===== config.mk =====
export PLATFORM = sky130hd
export DESIGN_NAME = piano_voice_alloc
export DESIGN_NICKNAME = d
export VERILOG_FILES = /design/src/rtl/piano_voice_alloc_pkg.sv /design/src/rtl/piano_voice_alloc_debounce.sv /design/src/rtl/piano_voice_alloc.sv
export SDC_FILE = /design/constraint.sdc
export NUM_CORES = 1
export LEC_CHECK = 0
export ABC_AREA = 1
export CORE_MARGIN = 5
export CORE_UTILIZATION = 45
export DETAILED_ROUTE_END_ITERATION = 8
export SLEW_MARGIN = 20
export SYNTH_ARGS = -nofsm -noshare
export SYNTH_HDL_FRONTEND = slang
export SYNTH_SLANG_ARGS = --single-unit

===== constraint.sdc =====
create_clock -name clk -period 3.92 [get_ports clk]
set_clock_uncertainty 0.1 [all_clocks]
set_input_delay 0.392 -clock clk [delete_from_list [all_inputs] [get_ports clk]]
set_output_delay 0.392 -clock clk [all_outputs]
set_load 0.02 [all_outputs]

===== src/rtl/piano_voice_alloc_pkg.sv =====
// Shared constants for the piano polyphony controller: default key/voice counts,
// key-index width and the drop counter saturation helper.
package piano_pkg;

  localparam int NUM_KEYS_DEF        = 8;
  localparam int NUM_VOICES_DEF      = 4;
  localparam int DEBOUNCE_CYCLES_DEF = 50000;
  localparam int AGE_W_DEF           = 16;
  localparam int KW                  = $clog2(NUM_KEYS_DEF);

  localparam logic [7:0] DROP_MAX = 8'd255;

  function automatic logic [7:0] satInc8(input logic [7:0] value);
    logic [7:0] result;
    if (value == DROP_MAX) begin
      result = value;
    end else begin
      result = value + 8'd1;
    end
    return result;
  endfunction

endpackage


===== src/rtl/piano_voice_alloc_debounce.sv =====
// One key input: two-flop synchronizer followed by a stability counter that only
// lets the debounced level follow after DEBOUNCE_CYCLES consecutive differing cycles.
module key_debounce #(
  parameter int DEBOUNCE_CYCLES = 50000
) (
  input  logic clk,
  input  logic rst_n,
  input  logic sw,
  output logic key
);

  localparam int CW = $clog2(DEBOUNCE_CYCLES);

  logic          sync1_r;
  logic          sync2_r;
  logic          db_r;
  logic [CW-1:0] cnt_r;

  // synchronize the raw switch and qualify any level change by its stable duration
  always_ff @(posedge clk or negedge rst_n) begin
    if (!rst_n) begin
      sync1_r <= 1'b0;
      sync2_r <= 1'b0;
      db_r    <= 1'b0;
      cnt_r   <= '0;
    end else begin
      sync1_r <= sw;
      sync2_r <= sync1_r;
      if (sync2_r != db_r) begin
        if (cnt_r == CW'(DEBOUNCE_CYCLES - 1)) begin
          db_r  <= sync2_r;
          cnt_r <= '0;
        end else begin
          cnt_r <= cnt_r + CW'(1);
        end
      end else begin
        cnt_r <= '0;
      end
    end
  end

  assign key = db_r;

endmodule


===== src/rtl/piano_voice_alloc.sv =====
// Voice allocator: scans debounced keys one per clock and assigns tone-generator voices.
// Optional feature macro VOICE_STEAL_EN: steal the oldest voice instead of dropping the press.
module piano_voice_alloc
  import piano_pkg::*;
#(
  parameter int NUM_KEYS        = NUM_KEYS_DEF,
  parameter int NUM_VOICES      = NUM_VOICES_DEF,
  parameter int DEBOUNCE_CYCLES = DEBOUNCE_CYCLES_DEF,
  parameter int AGE_W           = AGE_W_DEF
) (
  input  logic                                   clk,
  input  logic                                   rst_n,
  input  logic [NUM_KEYS-1:0]                    sw,
  output logic [NUM_VOICES-1:0]                  voice_active,
  output logic [NUM_VOICES*$clog2(NUM_KEYS)-1:0] voice_key,
  output logic [NUM_VOICES-1:0]                  voice_start,
  output logic [NUM_KEYS-1:0]                    key_db,
  output logic [7:0]                             drop_cnt
);

  localparam int KEY_W = $clog2(NUM_KEYS);
  localparam int VW    = (NUM_VOICES > 1) ? $clog2(NUM_VOICES) : 1;

  logic [NUM_KEYS-1:0]   keyDb_s;
  logic [KEY_W-1:0]      scanPtr_r;
  logic [NUM_KEYS-1:0]   muted_r;
  logic [7:0]            dropCnt_r;
  logic [NUM_VOICES-1:0] active_r;
  logic [NUM_VOICES-1:0] start_r;
  logic [KEY_W-1:0]      voiceKey_r [NUM_VOICES];

  logic          assignedHit_s;
  logic [VW-1:0] assignedIdx_s;
  logic          freeHit_s;
  logic [VW-1:0] freeIdx_s;
  logic          doGrant_s;
  logic [VW-1:0] grantIdx_s;
  logic          doDrop_s;
  logic          doRelease_s;

  for (genvar k = 0; k < NUM_KEYS; k++) begin : g_key
    key_debounce #(.DEBOUNCE_CYCLES(DEBOUNCE_CYCLES)) u_db (
      .clk   (clk),
      .rst_n (rst_n),
      .sw    (sw[k]),
      .key   (keyDb_s[k])
    );
  end

`ifdef VOICE_STEAL_EN
  logic [AGE_W-1:0] age_r [NUM_VOICES];
  logic [VW-1:0]    oldestIdx_s;
  logic [AGE_W-1:0] oldestAge_s;

  // oldest voice; strict compare keeps the lowest index on ties
  always_comb begin
    oldestIdx_s = '0;
    oldestAge_s = age_r[0];
    for (int v = 1; v < NUM_VOICES; v++) begin
      if (age_r[v] > oldestAge_s) begin
        oldestIdx_s = VW'(v);
        oldestAge_s = age_r[v];
      end else begin
        oldestIdx_s = oldestIdx_s;
      end
    end
  end

  // per-voice age: cleared on (re)assignment, otherwise saturating count while sounding
  always_ff @(posedge clk or negedge rst_n) begin
    if (!rst_n) begin
      for (int v = 0; v < NUM_VOICES; v++) age_r[v] <= '0;
    end else begin
      for (int v = 0; v < NUM_VOICES; v++) begin
        if (doGrant_s && (grantIdx_s == VW'(v))) begin
          age_r[v] <= '0;
        end else if (active_r[v] && (age_r[v] != '1)) begin
          age_r[v] <= age_r[v] + AGE_W'(1);
        end
      end
    end
  end
`endif

  // lookup for the scanned key: its current voice, and the lowest free voice
  always_comb begin
    assignedHit_s = 1'b0;
    assignedIdx_s = '0;
    freeHit_s     = 1'b0;
    freeIdx_s     = '0;
    for (int v = NUM_VOICES - 1; v >= 0; v--) begin
      if (!active_r[v]) begin
        freeHit_s = 1'b1;
        freeIdx_s = VW'(v);
      end else if (voiceKey_r[v] == scanPtr_r) begin
        assignedHit_s = 1'b1;
        assignedIdx_s = VW'(v);
      end else begin
        freeHit_s = freeHit_s;
      end
    end
  end

  // decide the single action for the scanned key this cycle
  always_comb begin
    doGrant_s   = 1'b0;
    doDrop_s    = 1'b0;
    doRelease_s = 1'b0;
    grantIdx_s  = freeIdx_s;
    if (keyDb_s[scanPtr_r]) begin
      if (!assignedHit_s && !muted_r[scanPtr_r]) begin
        if (freeHit_s) begin
          doGrant_s = 1'b1;
        end else begin
`ifdef VOICE_STEAL_EN
          doGrant_s  = 1'b1;
          grantIdx_s = oldestIdx_s;
`else
          doDrop_s   = 1'b1;
`endif
        end
      end else begin
        doGrant_s = 1'b0;
      end
    end else begin
      doRelease_s = assignedHit_s;
    end
  end

  // scan pointer, voice state, mute flags and drop counter
  always_ff @(posedge clk or negedge rst_n) begin
    if (!rst_n) begin
      scanPtr_r <= '0;
      muted_r   <= '0;
      dropCnt_r <= 8'd0;
      active_r  <= '0;
      start_r   <= '0;
      for (int v = 0; v < NUM_VOICES; v++) voiceKey_r[v] <= '0;
    end else begin
      if (scanPtr_r == KEY_W'(NUM_KEYS - 1)) begin
        scanPtr_r <= '0;
      end else begin
        scanPtr_r <= scanPtr_r + KEY_W'(1);
      end
      start_r <= '0;
      if (doGrant_s) begin
        active_r[grantIdx_s]   <= 1'b1;
        voiceKey_r[grantIdx_s] <= scanPtr_r;
        start_r[grantIdx_s]    <= 1'b1;
`ifdef VOICE_STEAL_EN
        // the displaced key must be released before it can sound again
        if (!freeHit_s) muted_r[voiceKey_r[grantIdx_s]] <= 1'b1;
`endif
      end
      if (doDrop_s) begin
        muted_r[scanPtr_r] <= 1'b1;
        dropCnt_r          <= satInc8(dropCnt_r);
      end
      if (!keyDb_s[scanPtr_r]) muted_r[scanPtr_r] <= 1'b0;
      if (doRelease_s) active_r[assignedIdx_s] <= 1'b0;
    end
  end

  for (genvar v = 0; v < NUM_VOICES; v++) begin : g_voice
    assign voice_key[v*KEY_W +: KEY_W] = voiceKey_r[v];
  end

  assign voice_active = active_r;
  assign voice_start  = start_r;
  assign key_db       = keyDb_s;
  assign drop_cnt     = dropCnt_r;

endmodule

==> flow_summary.json, run 1 <==
{
  "antenna_found_initial": 0,
  "finalCritPeriodShare_pct": 59.7,
  "start_util_pct": 45.9,
  "tightest_slew_ps": 811,
  "powerDensity_mw_per_mm2": 345,
  "synth-async-reset-ratio_pct": 100,
  "setup_ws_ps": 1580,
  "routed_wl_um": 19100,
  "slew-limit-headroom_pct": 45.9,
  "die_height_um": 157,
  "setup_viol": 0,
  "ys_seq_area_share_pct": 49.3,
  "critPathKind": "reg -> reg",
  "crit_arrival_ps": 2560,
  "startpoint_type": "register",
  "gp_routability_congestion": 0.843,
  "h-tree-depth": 4,
  "wl_per_cell_um": 12.6,
  "end_kind": "register",
  "synth_compound_area_share_pct": 4.92,
  "postRouteAntennaNets": 0,
  "fin_setup_tns_ps": 0,
  "cts_setup_buffers": 0,
  "required_ps": 4140,
  "timing.fmax_ghz": 0.427,
  "synth-seq-cells": 191,
  "dieArea_mm2": 0.0246,
  "synth-xor-area-share_pct": 4.07,
  "grt_pass1_vias": 7166,
  "synthMuxAreaShare_pct": 0.581,
  "track_usage_pct": 16.4,
  "cts.clk_slew.worst_paths_ps": 70,
  "vdd_ir_drop_max_mv": 0.241,
  "cts-buffers-inserted": 17,
  "hold_viol": 0,
  "firstDrtPassIters": 5,
  "rsz0062_at_grt": "false",
  "clk-insertion-delay-late_ps": 430,
  "nets": 1257,
  "rows": 53,
  "syn_nets": 1210,
  "worst-path-max-fanout": 19,
  "syn_avg_cell_area_um2": 8.15,
  "cts-root-buf": "clkbuf_16",
  "cts_tree": "built",
  "grt.overflow.total": 0,
  "fin_util_pct": 51.7,
  "dp_hpwl_um": 13700,
  "power.leakage_nw": 4.86,
  "drc": 0,
  "yosysWarnings": 0,
  "synthCells": 1189,
  "port_buffers": 45,
  "drive_above_1_share_pct": 5.04,
  "synthAdderAreaFrac_pct": 1.42,
  "dpl_cell_area_mm2": 0.0103,
  "maxSlewViolCount": 0,
  "antennaDiodeCount": 0,
  "yosys.area_share.simple_pct": 31.8,
  "placed_cells": 1491,
  "vias": 7487,
  "dieWidth_um": 157,
  "synth.distinct_cells": 39,
  "area_delta_synth_final_pct": 12.5,
  "coreArea_mm2": 0.0211,
  "via_per_inst": 4.91,
  "hold_ws_ps": 249,
  "post-place-ws_ps": 1600,
  "synth_edf_count": 0,
  "post-route-min-period_ps": 2340,
  "ys.flop_type": "dfrtp_1",
  "outcome": "completed",
  "fin_cells": 1524,
  "hp-class": "reg -> reg",
  "synth_top_family_by_area": "simple AND/OR/NAND/NOR gates",
  "top_level_ports": 46,
  "cap_violations": 0,
  "first_iter_violations": 441,
  "layout_common_cells": "254 x nand2_1, 191 x dfrtp_1, 178 x nor2_1",
  "grt_max_degree": 103,
  "final_common_cell": "nand2_1",
  "netlist_area_mm2": 0.00969,
  "clkSinkCount": 191,
  "total_power_mw": 3.77,
  "cts.path.max_buffers": 2,
  "postLayoutCellArea_mm2": 0.0109,
  "grt_pass1_wl_um": 33500,
  "n_fill_cell": 2064
}
## worst paths after layout
check                      cells past startpoint  slack, ps                          endpoint                            start
max                                           11       1580           drop_cnt[7]$_DFFE_PN0P_           scanPtr_r[1]$_DFF_PN0_
min reg2reg                                    0        250   g_key[3].u_db.sync2_r$_DFF_PN0_  g_key[3].u_db.sync1_r$_DFF_PN0_
min in group asynchronous                      2        530  g_key[6].u_db.cnt_r[9]$_DFF_PN0_                            rst_n
max in group asynchronous                      3       2310  g_key[1].u_db.cnt_r[1]$_DFF_PN0_                            rst_n
min                                            0        250   g_key[3].u_db.sync2_r$_DFF_PN0_  g_key[3].u_db.sync1_r$_DFF_PN0_
max reg2reg                                   11       1580           drop_cnt[7]$_DFFE_PN0P_           scanPtr_r[1]$_DFF_PN0_
## registers in the layout, summed over array words and instances (netlist names)
name                flops
drop_cnt                8
g_key.u_db.sync1_r      8
muted_r                 8
voice_active            4
g_key.u_db.cnt_r      128
g_key.u_db.key          8
voice_key              12
voice_start             4
g_key.u_db.sync2_r      8
scanPtr_r               3
## synthesized netlist by cell type (all sizes together), types with 5 or more instances
master,number,area share [%]
nor2,183,7.5
o21ai,33,1.7
nor3,72,3.7
ha,11,1.4
xor2,31,2.8
mux2,5,0.58
nand3,79,4.6
o21a,7,0.54
a21oi,43,2.2
xnor2,14,1.3
dfrtp,191,49
nor3b,26,2.0
nor4,25,1.6
nand2,255,9.9
buf,19,1.8
nand4,25,1.8
inv,154,6.0
## final cells by class
class | count | area [µm²] | share of cell area (%)
clock buffers | 19 | 433 | 3.97
clock inverters | 13 | 119 | 1.09
inverters | 154 | 578 | 5.30
multi-input cells | 823 | 4150 | 38.1
flip-flops and latches | 191 | 4780 | 43.8
well taps | 275 | 344 | 3.16
repair buffers | 49 | 499 | 4.58
## power breakdown
| group | total (mW) | switching, mW | internal, mW |
|---|---|---|---|
| combinational | 0.117 | 0.0812 | 0.0361 |
| clock | 1.63 | 0.756 | 0.875 |
| sequential | 2.02 | 0.0183 | 2.00 |
## critical path, cell delays in order, from the launching register on
cell and delay [ps]:
dfrtp_1 750, inv_2 250, nand2_1 110, nand2_1 50, nand2_1 60, nor2_1 50, nor2_1 140, nand2_1 110
nor2_4 250, nand4_4 190, nand2_1 110, nand2_1 60
## logic make-up (layout without fill, tap and decap cells)
group                      count (synthesis)  in the layout
muxes                                      5              5
xor gates and xnor gates                  45             45
adders and majority gates                 11             11
DFF                                      191            191
AOI/OAI and AO/OA                         88             88
buffers and inverters                    175            235
and+or+nand+nor                          674            674
## metal layers
metal / wire length, µm / share of wire, % / global-route usage (%) / vias up
met4: 216 / 1.1 / 4.46 / 0
met3: 521 / 2.7 / 3.01 / 18
met2: 8680 / 45 / 26.1 / 91
met1: 9710 / 51 / 23.2 / 3446
li1: - / - / - / 3932
met5: 0 / 0 / 0 / -
## repair_timing
| action | in CTS | in global routing |
|---|---|---|
| endpoints found under the hold margin | 6 | 0 |
| hold buffers | 1 | 0 |
| resized for setup | 0 | 0 |
No activity file was read; power rests on OpenSTA's default activity.
==> run 2, diff against run 1 <==
clock period = 2 ns   (was 3.92 ns; I/O delays follow)
==> run 2 against run 1 <==
Non-clock buffer count increased by 58; setup slack got worse by 1500 ps; total power increased by 98%; combinational power increased by 110%; die area unchanged; sequential power increased by 96%; flip-flop and latch count unchanged; clock power increased by 99%.
==> flow_summary.json, run 2 (synthesized netlist as in run 1, its figures left out) <==
{
  "cts-root-buf": "clkbuf_16",
  "startpoint_type": "register",
  "required_ps": 2270,
  "drc": 0,
  "die_height_um": 157,
  "tightest_slew_ps": 432,
  "vias": 7843,
  "hold_viol": 0,
  "largest_register_ffs": 128,
  "nets": 1317,
  "grt_pass1_wl_um": 34900,
  "grt_pass1_vias": 7461,
  "first_iter_violations": 463,
  "maxSlewViolCount": 0,
  "routed_wl_um": 20100,
  "worstPathCellList": "inv_4 -> buf_4 -> nand2_1 -> nand3_1 -> inv_1 -> nand2_1 -> nand2_2 -> nor2_4 -> nand3_4 -> nor2_4 -> nand3_1 -> nand2_1",
  "cp_common_cell": "nand2_1",
  "clkSinkCount": 191,
  "dieArea_mm2": 0.0246,
  "powerDensity_mw_per_mm2": 644,
  "crit_family": "simple AND/OR/NAND/NOR gates",
  "max_stage_delay_ps": 470,
  "dieWidth_um": 157,
  "drive_above_1_share_pct": 11.5,
  "postRouteAntennaNets": 0,
  "setup_viol": 0,
  "h-tree-depth": 4,
  "path_depth": 12,
  "total_power_mw": 7.45,
  "min_path_cells": 1,
  "firstDrtPassIters": 5,
  "fin_setup_tns_ps": 0,
  "timing.fmax_ghz": 0.528,
  "wl_per_cell_um": 12.7,
  "fin_cells": 1584,
  "clk-insertion-delay-late_ps": 420,
  "hp-class": "in -> reg",
  "placed_cells": 1541,
  "track_usage_pct": 17.0,
  "cts.path.max_buffers": 2,
  "power.leakage_nw": 5.19,
  "end_kind": "register",
  "cts.clk_slew.worst_paths_ps": 70,
  "dp_hpwl_um": 14600,
  "critical_path.slowest_cell": "dfrtp_2",
  "coreArea_mm2": 0.0211,
  "cts_tree": "built",
  "worst-path-max-fanout": 8,
  "worst_r2r_path_depth": 12,
  "grt_max_degree": 52,
  "final_common_cell": "nand2_1",
  "cp_num_buf_inv": 3,
  "grt.overflow.total": 0,
  "antennaDiodeCount": 0,
  "layout_common_cells": "250 x nand2_1, 187 x dfrtp_1, 171 x nor2_1",
  "vdd_ir_drop_max_mv": 0.500,
  "outcome": "completed",
  "top_level_ports": 46,
  "finalCritPeriodShare_pct": 94.7,
  "cap_violations": 0,
  "port_buffers": 45,
  "start_util_pct": 45.9,
  "critPathKind": "reg -> reg",
  "slew-limit-headroom_pct": 71.0,
  "rows": 53,
  "rsz0062_at_grt": "false",
  "top_register": "g_key.u_db.cnt_r",
  "antenna_found_initial": 0,
  "gp_routability_congestion": 0.879,
  "via_per_inst": 4.95,
  "cts-buffers-inserted": 17,
  "area_delta_synth_final_pct": 19.3,
  "post-route-min-period_ps": 1890,
  "crit_arrival_ps": 2160
}
==> run 2: cell count changes in the layout (fill, tap and decap cells not counted), sizes merged <==
cell,change
buf,+58
inv,+1
nor2,+1
==> run 2: path summary, 6_finish.rpt <==
kind / from / to / slack, ps
worst max-delay path: scanPtr_r[2]$_DFF_PN0_ / drop_cnt[7]$_DFFE_PN0P_ / 110
worst min-delay path: sw[1] / g_key[1].u_db.sync1_r$_DFF_PN0_ / 110
worst max register to register: scanPtr_r[2]$_DFF_PN0_ / drop_cnt[7]$_DFFE_PN0P_ / 110
worst min register to register: g_key[1].u_db.sync1_r$_DFF_PN0_ / g_key[1].u_db.sync2_r$_DFF_PN0_ / 250
max in group asynchronous: rst_n / scanPtr_r[0]$_DFF_PN0_ / 980
min in group asynchronous: rst_n / g_key[6].u_db.cnt_r[9]$_DFF_PN0_ / 200
==> run 2: where the power goes <==
group / total, mW / switching (mW) / internal [mW]
logic: 0.249 / 0.163 / 0.0865
clock network: 3.25 / 1.50 / 1.75
registers: 3.95 / 0.0364 / 3.92
total: 7.45 / 1.70 / 5.75
==> run 2: layer usage <==
metal / GRT usage (%) / part of all wire [%] / up-vias / routed length [µm]
li1: - / - / 4054 / -
met1: 24.0 / 49 / 3657 / 9940
met3: 3.37 / 3.4 / 18 / 692
met2: 26.9 / 46 / 114 / 9180
met4: 4.59 / 1.5 / 0 / 299
met5: 0 / 0 / - / 0
==> run 2: cell type report <==
| type | count | area, µm² |
|---|---|---|
| repair buffers | 107 | 1020 |
| multi-input cells | 824 | 4260 |
| fillers | 1953 | 9530 |
| well taps | 275 | 344 |
| repair inverters | 1 | 7.51 |
| inverters | 154 | 586 |
| flip-flops and latches | 191 | 4780 |
| clock inverters | 13 | 116 |
| clock buffers | 19 | 443 |
==> run 2: timing repair <==
item / in CTS / in global routing
buffers inserted: 0 / 8
resized for setup: 0 / 40
hold buffers: 1 / 0
hold endpoints to repair: 46 / 0
setup endpoints to repair: 0 / 39
==> run 2: per-stage QoR <==
stage	util, %	setup WS [ps]	hold slack, ps	cell area [µm²]
detailed placement	51.1	39.0	93.5	10800
floorplan	-	261	-196	9690
global route	54.8	9.89	85.2	11600
finish	54.8	106	110	11600
CTS	53.7	36.0	91.6	11300
global placement	51.1	61.9	102	10800
==> run 2: worst reg2reg max path: stages, from the launching register on <==
cell and delay, ps:
dfrtp_2 470, inv_4 100, buf_4 120, nand2_1 40
nand3_1 110, inv_1 50, nand2_1 100, nand2_2 80
nor2_4 100, nand3_4 170, nor2_4 240, nand3_1 100
nand2_1 80
